--- config.mk ---
export PLATFORM = sky130hd
export DESIGN_NAME = uio_tx_port
export DESIGN_NICKNAME = d
export VERILOG_FILES = /design/src/rtl/uio_tx_port.sv
export SDC_FILE = /design/constraint.sdc
export NUM_CORES = 1
export LEC_CHECK = 0
export ABC_AREA = 1
export BUFFER_PORTS_ARGS = -buffer_cell sky130_fd_sc_hd__buf_2
export CORE_MARGIN = 2
export CORE_UTILIZATION = 30
export CTS_BUF_LIST = sky130_fd_sc_hd__clkbuf_4 sky130_fd_sc_hd__clkbuf_8
export DETAILED_ROUTE_END_ITERATION = 8
export SLEW_MARGIN = 20
export SYNTH_ARGS = -nofsm -noshare
export SYNTH_HDL_FRONTEND = slang
export SYNTH_SLANG_ARGS = --single-unit
--- constraint.sdc ---
create_clock -name i_clk -period 2.03 [get_ports i_clk]
set_input_delay 0.609 -clock i_clk [delete_from_list [all_inputs] [get_ports i_clk]]
set_output_delay 0.609 -clock i_clk [all_outputs]
set_load 0.02 [all_outputs]
--- src/rtl/uio_tx_port.sv ---
// uio_tx_port: nibble-wide parallel-port transmitter on the bidirectional uio pins.
//
// Bytes from core logic are queued in a small FIFO. Each byte goes out as two
// 4-bit nibbles, low nibble first, with a four-phase strobe/acknowledge
// handshake:
//   1. data is presented on uio_out[3:0];
//   2. after SETUP_CYC stable cycles, STB (uio_out[4]) rises;
//   3. the reader raises ACK (uio_in[5]), and STB falls;
//   4. the reader drops ACK, and the next nibble or byte can follow.
// ACK is synchronised by two flops before the FSM sees it.
//
// Optional feature macro: UIO_TX_TIMEOUT_EN. When it is defined, a wait
// for an ACK edge that lasts TIMEOUT_CYC cycles abandons the current byte and
// sets the sticky timeout_err flag. When it is undefined, the FSM waits forever
// and timeout_err is tied to 0.
//
// Ports:
//   i_clk          clock; all logic runs on the rising edge
//   i_rst          synchronous, active-high reset
//   i_tx_data      byte to transmit
//   i_tx_valid     i_tx_data valid
//   o_tx_ready     FIFO can accept a byte (registered !full)
//   i_uio_in       pad inputs; only bit 5 (ACK) is used
//   o_uio_out      [3:0] data nibble, [4] STB, [7:5] driven 0
//   o_uio_oe       output enables: 0x00 in reset, 0x1F otherwise
//   o_busy         FIFO non-empty or a transfer in progress
//   o_timeout_err  sticky acknowledge-timeout flag

module uio_tx_port #(
   parameter int unsigned DEPTH       = 4,
   parameter int unsigned SETUP_CYC   = 2,
   parameter int unsigned TIMEOUT_CYC = 1023
) (
   input  logic       i_clk,
   input  logic       i_rst,
   input  logic [7:0] i_tx_data,
   input  logic       i_tx_valid,
   output logic       o_tx_ready,
   input  logic [7:0] i_uio_in,
   output logic [7:0] o_uio_out,
   output logic [7:0] o_uio_oe,
   output logic       o_busy,
   output logic       o_timeout_err
);

   localparam int unsigned   AW         = (DEPTH > 1) ? $clog2(DEPTH) : 1;
   localparam int unsigned   CW         = AW + 1;
   localparam logic [CW-1:0] FULL_CNT   = CW'(DEPTH);
   localparam logic [3:0]    SETUP_LAST = 4'(SETUP_CYC - 1);

   typedef enum logic [1:0] {
      StIdle   = 2'd0,
      StSetup  = 2'd1,
      StWaitHi = 2'd2,
      StWaitLo = 2'd3
   } state_e;

   // FIFO
   logic [7:0]    r_mem [DEPTH];
   logic [AW-1:0] r_wptr;
   logic [AW-1:0] r_rptr;
   logic [CW-1:0] r_count;
   logic [CW-1:0] w_count_nxt;
   logic          r_tx_ready;
   logic          w_push;
   logic          w_pop;
   logic          w_empty;

   // Pad side
   logic [7:0]    r_uio_oe;
   logic          r_ack_meta;
   logic          r_ack_s;

   // FSM
   state_e        r_state;
   state_e        w_state_nxt;
   logic [3:0]    r_data;
   logic [3:0]    w_data_nxt;
   logic [3:0]    r_hi;
   logic [3:0]    w_hi_nxt;
   logic          r_nib;
   logic          w_nib_nxt;
   logic          r_stb;
   logic          w_stb_nxt;
   logic [3:0]    r_setup_cnt;
   logic [3:0]    w_setup_cnt_nxt;
   logic          w_timeout;

   logic          w_unused;

   assign w_unused = ^{i_uio_in[7:6], i_uio_in[4:0]};

   // ------------------------------------------------------------------
   // FIFO
   // ------------------------------------------------------------------
   assign w_empty = (r_count == '0);
   assign w_push  = i_tx_valid && r_tx_ready;

   always_comb begin
      w_count_nxt = r_count;
      case ({w_push, w_pop})
         2'b10:   w_count_nxt = r_count + CW'(1);
         2'b01:   w_count_nxt = r_count - CW'(1);
         default: w_count_nxt = r_count;
      endcase
   end

   // Storage needs no reset: the pointers and count define what is valid.
   always_ff @(posedge i_clk) begin
      if (w_push) begin
         r_mem[r_wptr] <= i_tx_data;
      end
   end

   always_ff @(posedge i_clk) begin
      if (i_rst) begin
         r_wptr     <= '0;
         r_rptr     <= '0;
         r_count    <= '0;
         r_tx_ready <= 1'b0;
      end else begin
         if (w_push) begin
            r_wptr <= r_wptr + AW'(1);
         end
         if (w_pop) begin
            r_rptr <= r_rptr + AW'(1);
         end
         r_count    <= w_count_nxt;
         r_tx_ready <= (w_count_nxt != FULL_CNT);
      end
   end

   // ------------------------------------------------------------------
   // Handshake FSM
   // ------------------------------------------------------------------
   always_comb begin
      w_state_nxt     = r_state;
      w_data_nxt      = r_data;
      w_hi_nxt        = r_hi;
      w_nib_nxt       = r_nib;
      w_stb_nxt       = r_stb;
      w_setup_cnt_nxt = r_setup_cnt;
      w_pop           = 1'b0;
      unique case (r_state)
         StIdle: begin
            if (!w_empty) begin
               w_pop           = 1'b1;
               w_data_nxt      = r_mem[r_rptr][3:0];
               w_hi_nxt        = r_mem[r_rptr][7:4];
               w_nib_nxt       = 1'b0;
               w_setup_cnt_nxt = '0;
               w_state_nxt     = StSetup;
            end
         end
         StSetup: begin
            if (r_setup_cnt == SETUP_LAST) begin
               w_stb_nxt       = 1'b1;
               w_setup_cnt_nxt = '0;
               w_state_nxt     = StWaitHi;
            end else begin
               w_setup_cnt_nxt = r_setup_cnt + 4'd1;
            end
         end
         StWaitHi: begin
            // Timeout drops the whole byte, even if only the high nibble is left.
            if (w_timeout) begin
               w_stb_nxt   = 1'b0;
               w_state_nxt = StIdle;
            end else if (r_ack_s) begin
               w_stb_nxt   = 1'b0;
               w_state_nxt = StWaitLo;
            end
         end
         StWaitLo: begin
            if (w_timeout) begin
               w_state_nxt = StIdle;
            end else if (!r_ack_s) begin
               if (!r_nib) begin
                  w_nib_nxt       = 1'b1;
                  w_data_nxt      = r_hi;
                  w_setup_cnt_nxt = '0;
                  w_state_nxt     = StSetup;
               end else begin
                  w_state_nxt = StIdle;
               end
            end
         end
         default: begin
            w_state_nxt = StIdle;
         end
      endcase
   end

   always_ff @(posedge i_clk) begin
      if (i_rst) begin
         r_state     <= StIdle;
         r_data      <= '0;
         r_hi        <= '0;
         r_nib       <= 1'b0;
         r_stb       <= 1'b0;
         r_setup_cnt <= '0;
         r_uio_oe    <= 8'h00;
         r_ack_meta  <= 1'b0;
         r_ack_s     <= 1'b0;
      end else begin
         r_state     <= w_state_nxt;
         r_data      <= w_data_nxt;
         r_hi        <= w_hi_nxt;
         r_nib       <= w_nib_nxt;
         r_stb       <= w_stb_nxt;
         r_setup_cnt <= w_setup_cnt_nxt;
         r_uio_oe    <= 8'h1F;
         r_ack_meta  <= i_uio_in[5];
         r_ack_s     <= r_ack_meta;
      end
   end

   // ------------------------------------------------------------------
   // Optional acknowledge timeout
   // ------------------------------------------------------------------
`ifdef UIO_TX_TIMEOUT_EN
   localparam int unsigned   TW      = $clog2(TIMEOUT_CYC + 1);
   localparam logic [TW-1:0] TO_LAST = TW'(TIMEOUT_CYC - 1);

   logic [TW-1:0] r_to_cnt;
   logic          r_timeout_err;

   // Fires on the TIMEOUT_CYC-th cycle spent in one wait state.
   assign w_timeout = ((r_state == StWaitHi) || (r_state == StWaitLo)) &&
                      (r_to_cnt == TO_LAST);

   always_ff @(posedge i_clk) begin
      if (i_rst) begin
         r_to_cnt      <= '0;
         r_timeout_err <= 1'b0;
      end else begin
         if (w_state_nxt != r_state) begin
            r_to_cnt <= '0;
         end else if ((r_state == StWaitHi) || (r_state == StWaitLo)) begin
            r_to_cnt <= r_to_cnt + TW'(1);
         end
         if (w_timeout) begin
            r_timeout_err <= 1'b1;
         end
      end
   end

   assign o_timeout_err = r_timeout_err;
`else
   logic w_unused_timeout;

   assign w_unused_timeout = |TIMEOUT_CYC;
   assign w_timeout        = 1'b0;
   assign o_timeout_err    = 1'b0;
`endif

   // ------------------------------------------------------------------
   // Outputs
   // ------------------------------------------------------------------
   assign o_tx_ready = r_tx_ready;
   assign o_uio_out  = {3'b000, r_stb, r_data};
   assign o_uio_oe   = r_uio_oe;
   assign o_busy     = (r_state != StIdle) || !w_empty;

endmodule

==> results of run 1 <==
## kinds of logic (layout without fill, tap and decap cells)
logic type / count (synthesis) / count (layout) / synth area share, %
AO/OA/AOI/OAI: 42 / 42 / 7.75
buffers and inverters: 67 / 99 / 11.2
XOR/XNOR: 2 / 2 / 0.617
other: 1 / 7 / 0.132
adder cells (fa/ha/maj): 13 / 13 / 5.99
flip-flops: 61 / 61 / 54.2
AND/OR/NAND/NOR: 131 / 131 / 20.1
## per-stage QoR
step                      hold WS, ps  worst slack (ps)  power (mW)  utilization (%)
after floorplan                   388              8.12        3.00                -
after global placement            397              7.68        3.38             33.4
after detailed placement          398              6.97        3.42             33.4
after CTS                         416              35.3        4.42             35.4
after global routing              456              1.09        4.81             35.7
final                             413               110        4.42             35.7
## state kept, by name, summed over array words and instances (netlist names), named ones only
register	cells
r_data	4
r_ack_s	1
r_count	3
r_mem	32
r_nib	1
r_state	2
r_setup_cnt	4
r_ack_meta	1
r_wptr	2
r_stb	1
o_tx_ready	1
r_hi	4
r_rptr	2
o_uio_oe	1
## layer usage
metal / wire length [um] / part of all wire, % / vias up / GRT usage (%)
met3: 172 / 3.4 / 7 / 2.42
li1: - / - / 1050 / -
met2: 2330 / 47 / 45 / 17.0
met1: 2420 / 48 / 882 / 12.8
met4: 77 / 1.5 / 0 / 5.20
met5: 0 / 0 / - / 0
## power by group
part	total (mW)	internal (mW)	switching, mW
Sequential	1.70	1.55	0.150
Combinational	1.73	0.645	1.09
Clock	0.985	0.548	0.437
## placed cells by master, fill, tap and decap left out
cell type / n
ha_1: 10
conb_1: 7
buf_4: 12
inv_4: 1
nor2_4: 2
clkinv_2: 3
nand2_1: 62
ha_4: 1
nand3_1: 11
clkbuf_4: 3
ha_2: 1
xor2_1: 2
dfxtp_1: 28
o21ai_0: 20
nand3_4: 1
nand2_2: 3
o21ai_2: 1
o22ai_1: 4
fa_2: 1
edfxtp_1: 32
clkbuf_8: 11
nand2_4: 2
and3_1: 1
a21oi_1: 15
dfxtp_2: 1
nor2_2: 2
nor2_1: 46
inv_1: 41
nand3_2: 1
inv_2: 5
o21bai_1: 2
buf_2: 23
## cell type report
cell class	count	share of cell area (%)
Clock buffer	14	5.30
Inverter	48	5.61
Multi-Input combinational cell	195	31.3
Timing Repair Buffer	35	6.25
Tap cell	111	4.23
Sequential cell	61	47.0
Clock inverter	2	0.305
## what timing repair did
action	CTS	global route
hold buffers	0	0
gates resized for setup	0	10
setup endpoints to repair	0	3
## how the worst max path moves through the flow
stage,from,to,slack (ps),cells after the start
2_1_floorplan,r_state[0],o_tx_ready,8,11
3_3_place_gp,i_tx_valid,o_tx_ready,8,9
3_5_place_dp,i_tx_valid,o_tx_ready,7,9
4_1_cts,r_state[1],o_tx_ready,40,11
5_1_grt,r_count[1],o_tx_ready,1,11
6_report,r_state[1],o_busy,110,5
## worst max-delay path: stages (launching register included)
cell     delay [ps]
dfxtp_1         340
inv_2            70
ha_4            160
buf_4           140
nand3_4         100
buf_2           170
==> flow_metrics.py, run 1 <==
metrics = {
    "sta": {
        "fin_tns_setup_ps": 0,
        "setup_viol": 0,
        "fin_crit_sh_pct": 94.6,
        "finClkSkew_ps": 6.55,
        "hold_viol": 0,
        "max_freq_mhz": 521,
        "fin_crit_ps": 1920,
        "rsz0062_at_grt": "false",
        "report.final.slew_viol_count": 0,
    },
    "detailed_routing": {
        "postRouteAntennaNets": 0,
        "drtPass1Iterations": 5,
        "route.detailed.drc": 0,
        "wl_per_cell_um": 10.7,
        "drt_iter0_drc": 57,
        "via_per_inst": 4.26,
        "routed_wl_mm": 5.00,
        "via_count": 1984,
    },
    "clocking": {
        "clock-sinks": 61,
        "clk_path_buf_depth": 2,
        "postCtsSetupBuffers": 0,
        "cts_tree": "yes",
        "htreeDepth": 3,
        "clk_pin_slew_worst_paths_ps": 60,
        "insertion_delay_ps": 320,
        "cts_root_buf": "clkbuf_8",
        "numCtsBuffers": 9,
    },
    "yosys": {
        "netlist_instances": 317,
        "synth_cell_type_count": 26,
        "synth_top_area_share_pct": 33.8,
        "yosys.area.top_type": "edfxtp_1",
        "synth_area_mm2": 0.00284,
        "synth_edf_count": 32,
        "synth.most_common_cell": "nand2_1",
        "async_reset_ff_share_pct": 0,
        "ys_seq_area_share_pct": 54.2,
        "synth.top_cells.by_area": "edfxtp_1, dfxtp_1, nand2_1, nor2_1, inv_1",
        "synth_seq_cells": 61,
        "synth_common_cells": "nand2_1, nor2_1, inv_1",
        "avgSynthCellArea_um2": 8.96,
        "yosys_warnings": 0,
        "synthFlopType": "edfxtp_1",
    },
    "grt": {
        "antenna_found_initial": 0,
        "grt_pass1_wl_mm": 8.27,
        "grt_pass1_vias": 1855,
        "grtUsageTotal_pct": 10.4,
        "grt_max_degree": 15,
        "gr-total-overflow": 0,
    },
    "setup_path": {
        "end_kind": "output port",
        "path_class": "flip-flop to output port",
        "r2r_end": "o_tx_ready",
        "critPathRequiredTime_ps": 1420,
        "cp_max_fo": 3,
        "critPathArrivalTime_ps": 1310,
        "r2r_cells": 11,
        "r2r_start": "r_count[1]",
        "r2r_slack_ps": 120,
        "start_kind": "flip-flop",
    },
    "power": {
        "ir_drop_mv": 0.464,
        "power_density_mw_per_mm2": 1350,
        "leakagePower_nw": 1.46,
    },
    "placement": {
        "dp_hpwl_mm": 3.50,
        "placed_cell_area_mm2": 0.00307,
        "place_inst": 450,
        "place_congestion": 0.728,
        "port_buffers": 23,
    },
    "hold_path": {
        "whs_endpoint": "r_ack_s",
        "min-delay-start": "r_ack_meta",
        "hp-class": "flip-flop to flip-flop",
        "min_path_cells": 2,
    },
    "finish": {
        "fin_cells": 466,
        "nets": 382,
        "area_delta_synth_final_pct": 15.5,
        "multi_input_area_mm2": 0.00103,
        "num_antenna_cells": 0,
        "finalInstanceArea_mm2": 0.00328,
        "seqCellArea_mm2": 0.00154,
        "drive_gt1_share_pct": 20.8,
        "nFillCells": 936,
    },
    "die": {
        "io_pins": 38,
        "die_w_um": 101,
        "die-area_mm2": 0.0103,
        "die_height_um": 101,
        "start_util_pct": 30.9,
        "row_count": 35,
        "core_mm2": 0.00920,
    },
    "run": {
        "cap_violations": 0,
    },
    "outcome": {
        "status": "complete, no violations",
    },
}
Note: power is estimated with default switching activity, not from simulation.
==> run 2: changes to the inputs <==
- ABC_AREA: 1 -> unset
- CELL_PAD_IN_SITES_DETAIL_PLACEMENT: unset -> 1
- CELL_PAD_IN_SITES_GLOBAL_PLACEMENT: unset -> 1
- PLACE_DENSITY_LB_ADDON: unset -> 0.1
==> run 2 against run 1 <==
The flow now finishes with violations (setup timing). Core utilization increased by 2.0 points. Flip-flop and latch count is the same. First-iteration DRC count shrank 40%. Worst hold slack improved by 45 ps. Global-route usage is 1.7 points higher. Sequential power shrank 4%. Clock-buffer cell count down 5. Synthesized cell count shrank 34%. Sequential share of layout area up 0.16 points. Clock skew is 3.6 ps higher. Critical path type unchanged.
==> flow_metrics.py, run 2 <==
metrics = {
    "outcome": {
        "violations": "setup timing",
        "status": "finished, violations left",
    },
    "yosys": {
        "synth_edf_count": 32,
        "synth_seq_cells": 61,
        "netlist_instances": 210,
        "async_reset_ff_share_pct": 0,
        "synth.most_common_cell": "edfxtp_1",
        "synthFlopType": "edfxtp_1",
        "synth_top_area_share_pct": 36.0,
        "yosys_warnings": 0,
        "yosys.area.top_type": "edfxtp_1",
        "avgSynthCellArea_um2": 12.7,
        "synth_cell_type_count": 39,
        "synth_common_cells": "edfxtp_1, dfxtp_1, nand2_1",
        "ys_seq_area_share_pct": 57.7,
        "synth.top_cells.by_area": "edfxtp_1, dfxtp_1, mux4_2, ha_1, buf_4",
        "synth_area_mm2": 0.00267,
    },
    "sta": {
        "report.final.slew_viol_count": 0,
        "slew_headroom_pct": 51.2,
        "fin_crit_sh_pct": 104,
        "worst_pin_slew_ps": 727,
        "fin_crit_ps": 2120,
        "max_freq_mhz": 472,
        "layout_setup_ws_ps": -90.5,
        "finClkSkew_ps": 10.2,
        "hold_viol": 0,
        "setup_viol": 1,
        "rsz0062_at_grt": "true",
    },
    "finish": {
        "seqCellArea_mm2": 0.00154,
        "nets": 288,
        "final_cell_mix": "edfxtp_1, dfxtp_1, buf_2",
        "finalInstanceArea_mm2": 0.00327,
        "area_delta_synth_final_pct": 22.5,
        "fin_cells": 369,
        "largest_reg_flops": 32,
        "drive_gt1_share_pct": 34.9,
        "final_common_cell": "edfxtp_1",
        "num_antenna_cells": 0,
        "multi_input_area_mm2": 0.00103,
        "top_register": "r_mem",
        "nFillCells": 972,
    },
    "clocking": {
        "cts_tree": "yes",
        "cts_root_buf": "clkbuf_8",
        "htreeDepth": 3,
        "clk_pin_slew_worst_paths_ps": 70,
        "insertion_delay_ps": 340,
        "clock-sinks": 61,
        "ctsHoldBuffers": 0,
        "clk_path_buf_depth": 2,
        "numCtsBuffers": 9,
    },
    "grt": {
        "grt_max_degree": 15,
        "grtUsageTotal_pct": 12.0,
        "grt_pass1_wl_mm": 8.90,
        "antenna_found_initial": 0,
        "grt_pass1_vias": 1721,
        "gr-total-overflow": 0,
    },
    "placement": {
        "place_congestion": 0.708,
        "pre_cts_ws_ps": -123,
        "place_inst": 346,
        "dp_hpwl_mm": 3.78,
        "port_buffers": 23,
        "placed_cell_area_mm2": 0.00297,
    },
    "die": {
        "io_pins": 38,
        "die-area_mm2": 0.00967,
        "row_count": 34,
        "start_util_pct": 30.8,
        "die_height_um": 98.4,
        "die_w_um": 98.4,
        "core_mm2": 0.00868,
    },
    "setup_path": {
        "critPathArrivalTime_ps": 1510,
        "critPathRequiredTime_ps": 1420,
        "path_depth": 6,
        "path_delay_family": "buffers and inverters",
        "critPathBufInv": 4,
        "r2r_start": "r_state[0]",
        "path_class": "flip-flop to output port",
        "max_stage_delay_ps": 330,
        "crit_path_end": "o_busy",
        "path_cells": "inv_2 > ha_4 > buf_6 > nor4b_4 > clkinv_2 > buf_6",
        "slowest_stage": "dfxtp_2",
        "r2r_cells": 12,
        "crit_start": "r_state[0]",
        "r2r_end": "o_tx_ready",
        "cp_max_fo": 2,
        "cpMostUsedCell": "buf_6",
        "r2r_slack_ps": 80,
        "end_kind": "output port",
        "start_kind": "flip-flop",
    },
    "detailed_routing": {
        "drtPass1Iterations": 3,
        "postRouteAntennaNets": 0,
        "route.detailed.drc": 0,
        "via_per_inst": 4.48,
        "drt_iter0_drc": 34,
        "wl_per_cell_um": 14.4,
        "via_count": 1653,
        "routed_wl_mm": 5.31,
    },
    "run": {
        "cap_violations": 0,
    },
    "hold_path": {
        "min_path_cells": 2,
        "hp-class": "flip-flop to flip-flop",
    },
    "power": {
        "ir_drop_mv": 0.385,
        "leakagePower_nw": 1.24,
        "power_density_mw_per_mm2": 1400,
    },
}
## run 2: changes by cell type after synthesis, moves of 7 or more
| cell | previous run | this run |
|---|---|---|
| o21ai_0 | 21 | 4 |
| mux4_2 | 0 | 8 |
| nand2_1 | 62 | 15 |
| nand3_1 | 11 | 4 |
| inv_1 | 44 | 12 |
| nor2_1 | 46 | 14 |
## run 2: cell families after synthesis
family                   Yosys count  synth area share, %
AND/OR/NAND/NOR                   54                 10.9
multiplexers                      12                 8.24
other                              1                0.140
AO/OA/AOI/OAI                     31                 8.24
flip-flops                        61                 57.7
buffers and inverters             32                 6.42
adder cells (fa/ha/maj)           13                 6.37
XOR/XNOR                           6                 1.97
## run 2: worst register-to-register path, delay by kind of cell (launching register included)
family | cells | cell delay [ps]
compound gates | 2 | 150
fa+ha+maj | 3 | 590
simple gates | 1 | 110
buf+inv | 4 | 310
xor+xnor | 2 | 320
flops | 1 | 330
## run 2: how the worst min path moves through the flow
stage / from / to / slack, ps
global placement: r_ack_meta / r_ack_s / 440
floorplan: r_ack_meta / r_ack_s / 410
global route: i_tx_data[6] / r_mem[3][6] / 470
finish: r_hi[0] / r_hi[0] / 460
CTS: r_hi[0] / r_hi[0] / 460
detailed placement: r_hi[0] / r_hi[0] / 450
## run 2: final cells by class
class                      count  share of cell area [%]
sequential                    61                    47.2
clock inverter                 7                    2.22
timing repair buffer          47                    9.56
tap                          108                    4.13
clock buffer                   9                    3.79
inverter                      14                    1.68
multi-input combinational    123                    31.4
## run 2: per-stage QoR
stage                     setup TNS, ps  total power [mW]  util (%)  hold slack (ps)
final                             -90.5              4.59      37.7              458
after global routing               -240              4.96      37.7              469
after CTS                          -185              4.63      37.4              462
after detailed placement           -224              3.30      34.2              451
after global placement             -147              3.29      34.2              443
after floorplan                       0              2.76         -              414
## run 2: per-layer routing
metal	GRT usage, %	vias to the layer above	routed length [um]
li1	-	828	-
met1	15.5	785	2430
met2	18.9	33	2600
met3	3.87	7	190
met4	4.74	0	85
met5	0	-	0
## run 2: report_power, final
group / internal (mW) / switching, mW / leakage [nW]
clock: 0.573 / 0.513 / 0.0997
sequential: 1.50 / 0.130 / 0.529
combinational: 0.931 / 0.944 / 0.614
## run 2: timing repair
action	4_1_cts	5_1_grt
gates resized for setup	10	8
setup buffers	7	4
pin swaps	6	7
endpoints found under the setup margin	2	8
